`src/rtl/fir_stim_gen.sv`:
```
// fir_stim_gen: burst stimulus source for the FIR filter harness.
// On an accepted start it emits BURST_LEN signed samples, one every DIV clocks,
// each flagged by a one-cycle ready strobe, then pulses done for one cycle.
// Patterns: impulse, step, ramp, or 24-bit Galois LFSR.
module fir_stim_gen #(
    parameter int                       WIDTH       = 24,
    parameter int                       DIV         = 4,
    parameter int                       BURST_LEN   = 64,
    parameter logic signed [WIDTH-1:0]  IMPULSE_AMP = 24'h100000,
    parameter logic [23:0]              SEED        = 24'h00ACE1
) (
    input  logic                     clk,
    input  logic                     rst,
    input  logic                     start,
    input  logic [1:0]               mode,
    output logic signed [WIDTH-1:0]  input_sig,
    output logic                     ready,
    output logic                     busy,
    output logic                     done
);

    localparam int DW = (DIV > 1) ? $clog2(DIV) : 1;
    localparam int SW = (BURST_LEN > 1) ? $clog2(BURST_LEN) : 1;

    localparam logic [DW-1:0] DIV_LAST = DW'(DIV - 1);
    localparam logic [SW-1:0] SMP_LAST = SW'(BURST_LEN - 1);

    typedef enum logic [1:0] {
        S_IDLE = 2'd0,
        S_RUN  = 2'd1,
        S_FIN  = 2'd2
    } state_t;

    state_t                   r_state;
    logic [1:0]               r_mode;
    logic [DW-1:0]            r_div_cnt;
    logic [SW-1:0]            r_smp_cnt;
    logic [23:0]              r_lfsr;
    logic signed [WIDTH-1:0]  r_sig;
    logic                     r_ready;
    logic                     r_busy;
    logic                     r_done;

    // Galois right-shift step for x^24+x^23+x^22+x^17+1 (maximal length).
    function automatic logic [23:0] lfsr_next(input logic [23:0] s);
        lfsr_next = {1'b0, s[23:1]} ^ (s[0] ? 24'hE10000 : 24'h000000);
    endfunction

    // Value of sample k for the latched pattern; lf is the current LFSR state.
    function automatic logic signed [WIDTH-1:0] sample_val(
        input logic [1:0]     m,
        input logic [SW-1:0]  k,
        input logic [23:0]    lf
    );
        case (m)
            2'd0:    sample_val = (k == '0) ? IMPULSE_AMP : '0;
            2'd1:    sample_val = IMPULSE_AMP;
            2'd2:    sample_val = WIDTH'(k);
            default: sample_val = WIDTH'(lf);
        endcase
    endfunction

    // Burst sequencer: state, counters, LFSR and all registered outputs.
    always_ff @(posedge clk) begin
        if (rst) begin
            r_state   <= S_IDLE;
            r_mode    <= 2'd0;
            r_div_cnt <= '0;
            r_smp_cnt <= '0;
            r_lfsr    <= SEED;
            r_sig     <= '0;
            r_ready   <= 1'b0;
            r_busy    <= 1'b0;
            r_done    <= 1'b0;
        end else begin
            r_ready <= 1'b0;
            r_done  <= 1'b0;
            case (r_state)
                S_IDLE: begin
                    r_sig  <= '0;
                    r_busy <= 1'b0;
                    if (start) begin
                        r_state   <= S_RUN;
                        r_mode    <= mode;
                        r_div_cnt <= '0;
                        r_smp_cnt <= '0;
                        r_lfsr    <= SEED;
                    end
                end
                S_RUN: begin
                    // busy rises on the first edge spent in RUN, one cycle after acceptance
                    r_busy <= 1'b1;
                    if (r_div_cnt == DIV_LAST) begin
                        r_div_cnt <= '0;
                        r_sig     <= sample_val(r_mode, r_smp_cnt, r_lfsr);
                        r_ready   <= 1'b1;
                        r_lfsr    <= lfsr_next(r_lfsr);
                        if (r_smp_cnt == SMP_LAST) begin
                            r_state <= S_FIN;
                        end else begin
                            r_smp_cnt <= r_smp_cnt + 1'b1;
                        end
                    end else begin
                        r_div_cnt <= r_div_cnt + 1'b1;
                    end
                end
                S_FIN: begin
                    // last sample was presented in the previous cycle; close the burst
                    r_sig   <= '0;
                    r_busy  <= 1'b0;
                    r_done  <= 1'b1;
                    r_state <= S_IDLE;
                end
                default: begin
                    r_state <= S_IDLE;
                end
            endcase
        end
    end

    assign input_sig = r_sig;
    assign ready     = r_ready;
    assign busy      = r_busy;
    assign done      = r_done;

endmodule

```
`config.mk`:
```
export PLATFORM = sky130hd
export DESIGN_NAME = fir_stim_gen
export DESIGN_NICKNAME = d
export VERILOG_FILES = /design/src/rtl/fir_stim_gen.sv
export SDC_FILE = /design/constraint.sdc
export NUM_CORES = 1
export LEC_CHECK = 0
export BUFFER_PORTS_ARGS = -buffer_cell sky130_fd_sc_hd__clkbuf_2
export CAP_MARGIN = 20
export CORE_UTILIZATION = 50
export CTS_CLUSTER_DIAMETER = 50
export DETAILED_ROUTE_END_ITERATION = 6
export GPL_TIMING_DRIVEN = 0
export HOLD_SLACK_MARGIN = 0.15
export PLACE_DENSITY_LB_ADDON = 0.15
export SYNTH_ARGS = -nofsm -noshare
export SYNTH_HDL_FRONTEND = slang
export SYNTH_SLANG_ARGS = --single-unit
```
`constraint.sdc`:
```
create_clock -name clk -period 1.5 [get_ports clk]
set_input_delay 0.3 -clock clk [delete_from_list [all_inputs] [get_ports clk]]
set_output_delay 0.3 -clock clk [all_outputs]
set_load 0.01 [all_outputs]
```
======== Word-level counts from Yosys, hierarchy flattened ========
Index checks and enable logic that the tools add are counted.
W data, S select, Z words.
storage, ports and cells
  bits in registers ....................... 63
  bits of input ports ..................... 5
  output and inout bits ................... 27
  logic and storage cells ................. 58
cells by class
  add/subtract/negate cells ............... 2
  equal/unequal tests ..................... 10
  muxes and demuxes ....................... 22
  bitwise gates (word level) .............. 2
  reductions and logical operators ........ 13
operators with widths
  kind                   number
  $mux W24               4
  $pmux W24 S2           2
  $pmux W24 S3           1
  $xor A23 B24 Y24       1
  $mux W21               1
  $mux W6                3
  $pmux W6 S2            1
  $mux W2                5
  $ne A2 B2 Y1 const B   4
  $pmux W2 S2            2
  $add A6 B1 Y6 const B  1
  $eq A2 B2 Y1 const B   3
  $eq A6 B6 Y1 const B   1
  $logic_not A6 Y1       1
  $reduce_and A2 Y1      3
  $reduce_and A3 Y1      2
  $eq A2 B1 Y1 const B   2
  $logic_not A2 Y1       2
  $reduce_and A4 Y1      1
  $reduce_bool A2 Y1     2
  $reduce_or A2 Y1       2
  $add A2 B1 Y2 const B  1
  $mux W1                2
  $pmux W1 S2            1
  $not A1 Y1             1

======== Longest topological paths before layout ========
  word-level depth ........................ 5
  mapped depth ............................ 7
  depth with buffers taken out ............ 5

======== Worst setup path before layout ========
Ideal clock, no wire load.
  path type ............................... register -> register
  start point ............................. register r_div_cnt[0]
  end point ............................... register r_smp_cnt[2]
  setup time .............................. 132 ps
  data arrival time ....................... 1399 ps
  required time ........................... 1368 ps
  setup slack ............................. -32 ps
  cell stages (with the launch flop) ...... 7
  buffers on the path ..................... 1
  period minus slack after synthesis ...... 1532 ps
  cell sequence ........................... dfxtp_1 > ha_1 > mux2i_4 > or2_1 > buf_6 > o31ai_1 > a21oi_1
between the ends
  longest elaborated chain between the ends .. 3
RTL lines
  item                         line  source
  start: declaration           36    logic [DW-1:0] r_div_cnt;
  start signal: assignment     104   r_div_cnt <= r_div_cnt + 1'b1;
  $eq A2 B2 Y1                 93    if (r_div_cnt == DIV_LAST) begin
  $ne A2 B2 Y1 (no line)       n/a
  $reduce_and A4 Y1 (no line)  n/a
  end signal: assignment       101   r_smp_cnt <= r_smp_cnt + 1'b1;
  end: declaration             37    logic [SW-1:0] r_smp_cnt;
Every way passes these cells.
A chain may end at the register's enable or synchronous reset.

======== Worst setup path after layout ========
  start point ............................. register r_div_cnt[1]
  end point ............................... register r_smp_cnt[2]
The elaborated chain is that of the path after synthesis.

==> impl_metrics.csv <==
group,metric,value,unit
floorplanning,initial_core_util,52.5,%
min_path,hold_depth,3,
min_path,hp-class,"in -> reg",
floorplanning,dieArea,0.00532,sq mm
cts,h-tree-depth,3,
cts,cts_sinks,63,
worst_setup_path,r2r-end,"r_smp_cnt[2]",
yosys,netlist.area_leader.share,50.1,%
worst_setup_path,crit_fanout,9,
yosys,syn_avg_cell_area,9.60,sq um
drt,via_per_inst,5.42,
power_and_ir_drop,leakagePower,1.22,nW
cts,cts-root-buf,"clkbuf_8",
timing,setup_viol,1,
drt,wl,5.64,mm
drt,num_vias,2088,
timing,drv_slew,0,
timing,report.final.hold_viol_count,0,
yosys,synth_area_leaders,"dfxtp_1 50%, a22o_1 6.3%, a21oi_1 5.0%",
worst_setup_path,worst-r2r-cell-count,6,
cells_and_area,n_antenna_cell,0,
drt,wl_per_cell,14.6,microns
cells_and_area,fill_cells,410,
global_route,grt_max_degree,11,
cts,cts_hold_buf,0,
yosys,synth.distinct_cells,43,
global_route,grt_pass1_vias,1825,
floorplanning,die_x,72.9,microns
timing,clock_skew,0.00837,ns
cells_and_area,nNetsFinal,321,
yosys,async_flop_share,0,%
floorplanning,ios,32,
timing,max_slew_margin,62.2,%
min_path,holdPathEnd,"r_mode[1]",
timing,tns,-0.0390,ns
global_route,grt_pass1_wl,9.06,mm
cells_and_area,layout-drive-gt1-share,30.2,%
place,dp_hpwl,3.64,mm
timing,fin_crit_sh,103,%
cells_and_area,fin_cells,385,
cts,path_clk_slew,0.07,ns
min_path,min_from,"mode[1]",
drt,dr.pass1.iters,5,
timing,max_freq,0.650,GHz
global_route,grt.overflow.total,0,
cts,cts.path.max_buffers,2,
cells_and_area,area_delta_synth_final,22.6,%
yosys,ys.flop_type,"dfxtp_1",
worst_setup_path,path_class,"reg -> reg",
power_and_ir_drop,total_power,0.00323,W
yosys,synth_area,0.00251,sq mm
drt,remaining_drc_errors,0,
floorplanning,die_y,72.9,microns
cts,cts_buffers,9,
drt,antenna_left,0,
yosys,syn-instance-count,262,
cells_and_area,fin_util,64.4,%
status,violations,"setup timing",
yosys,syn_nets,270,
flow_run,cap_violations,0,
yosys,yosysSeqAreaShare,50.1,%
worst_setup_path,start_kind,"flop",
power_and_ir_drop,ir_drop,0.000642,V
timing,setup_ws,-0.0390,ns
timing,final.min_clock_period,1.54,ns
yosys,synth_warnings,0,
place,place_inst,360,
global_route,grt_antenna_before_repair,0,
yosys,yosysTopAreaCell,"dfxtp_1",
timing,worst_slew_pin_slew,0.567,ns
cts,cts_tree,"built",
worst_setup_path,crit_arrival,1.75,ns
cts,clock_latency,0.34,ns
worst_setup_path,r2r_slack,-0.04,ns
timing,rsz0062_at_grt,"yes",
status,status,"complete, but fails checks",
yosys,ys_ff_latch,63,
worst_setup_path,worstPathRequired,1.71,ns
drt,first_iter_violations,120,
power_and_ir_drop,power_density,1050,mW/mm^2
place,portBuffers,31,
floorplanning,core,0.00479,sq mm
worst_setup_path,end_kind,"flop",
global_route,grtUsageTotal,23.0,%
place,gp_congestion,0.821,
yosys,synth_edf_count,0,
worst_setup_path,r2r-start,"r_div_cnt[1]",
floorplanning,rows,25,
-- synthesized netlist by cell type, drive strengths merged (3+ instances only) --
master,instances
ha,3
nand2,25
a21oi,25
o21ai,11
dfxtp,63
inv,6
buf,13
nor3,12
mux2i,7
clkbuf,7
a22o,18
nand3,20
xor2,3
and3,3
o21bai,8
nor2,17
-- where the power goes --
group	total (W)	switching, W	internal (W)	leakage, nW
registers	0.00173	0.0000258	0.00170	0.513
logic	0.000279	0.000166	0.000114	0.631
clock network	0.00123	0.000635	0.000592	0.0801
total	0.00323	0.000826	0.00241	1.22
-- per-layer routing --
metal	GRT usage [%]	up-vias	wire length, microns
li1	-	1041	-
met1	32.0	974	2870
met2	33.9	60	2420
met3	4.14	13	218
met4	12.0	0	127
met5	0	-	0
-- critical path, cell delays in order, from the launching register on --
cell and delay [ns]:
dfxtp_2 0.37, ha_4 0.20, mux2i_4 0.10, or2_1 0.24, buf_6 0.15, o31ai_1 0.25, a21oi_1 0.09
-- flip-flops by register name, indices dropped and copies added (netlist names) --
name	cells
ready	1
r_smp_cnt	6
r_lfsr	24
input_sig	24
r_div_cnt	2
r_mode	2
busy	1
r_state	2
done	1
-- metrics by stage --
stage                     hold WS, ns  area [sq um]  setup slack (ns)
final                           0.199          3080           -0.0390
after global routing            0.217          3080           -0.0675
after CTS                       0.188          2990           -0.0233
after detailed placement        0.443          2760            -0.178
after global placement          0.440          2760            -0.166
after floorplan                 0.381          2520            0.0185
-- cell type report --
type	count	area [sq um]	area share, %
plain buffers	19	135	4.38
flip-flops and latches	63	1270	41.3
clock inverters	4	22.5	0.730
multi-input cells	173	1160	37.7
clock buffers	12	135	4.38
inverters	6	22.5	0.730
well taps	67	83.8	2.72
repair buffers	41	249	8.07
-- cell families after synthesis --
| group | count (synthesis) | share of synthesized area (%) |
|---|---|---|
| multiplexers | 8 | 3.73 |
| AND/OR/NAND/NOR | 88 | 18.3 |
| AO/OA/AOI/OAI | 71 | 19.5 |
| XOR/XNOR | 3 | 1.04 |
| buffers and inverters | 26 | 5.82 |
| flip-flops | 63 | 50.1 |
| adder cells (fa/ha/maj) | 3 | 1.49 |
-- layout by cell type, fill, tap and decap left out, types with 2 or more instances in the layout --
master / Yosys / layout
a21oi_2: 0 / 5
nor3_2: 4 / 4
clkbuf_8: 0 / 9
buf_8: 0 / 2
nor2_1: 16 / 16
xor2_1: 3 / 3
nor3_1: 7 / 7
a22o_1: 18 / 18
clkbuf_2: 0 / 33
nand2_1: 25 / 25
o31ai_1: 2 / 2
clkbuf_1: 7 / 8
mux2i_1: 6 / 6
ha_4: 0 / 2
o21ai_1: 7 / 7
o21bai_1: 8 / 8
dfxtp_2: 0 / 3
o21ai_0: 4 / 4
and3_1: 3 / 2
inv_2: 2 / 2
buf_6: 4 / 4
nor4_1: 2 / 2
clkinv_2: 0 / 3
dfxtp_4: 0 / 2
dfxtp_1: 63 / 58
a21oi_1: 25 / 20
nand3_1: 20 / 19
inv_1: 4 / 4
buf_2: 6 / 5
buf_4: 3 / 10
-- worst max path at each step --
| stage | cells after the start | endpoint | start | slack [ns] |
|---|---|---|---|---|
| 6_report | 6 | r_smp_cnt[2] | r_div_cnt[1] | -0.04 |
| 5_1_grt | 6 | r_smp_cnt[2] | r_div_cnt[1] | -0.07 |
| 4_1_cts | 6 | r_smp_cnt[2] | r_div_cnt[1] | -0.02 |
| 3_5_place_dp | 5 | r_smp_cnt[2] | r_smp_cnt[0] | -0.18 |
| 3_3_place_gp | 5 | r_smp_cnt[2] | r_smp_cnt[0] | -0.17 |
| 2_1_floorplan | 5 | r_smp_cnt[4] | r_smp_cnt[0] | 0.02 |
-- what timing repair did --
action / CTS / global route
setup buffers: 2 / 5
pin swaps: 4 / 6
setup endpoints to repair: 54 / 45
cloned: 1 / 2
endpoints found under the hold margin: 0 / 0
resized for setup: 17 / 13
Note: power is estimated with default switching activity, not from simulation.
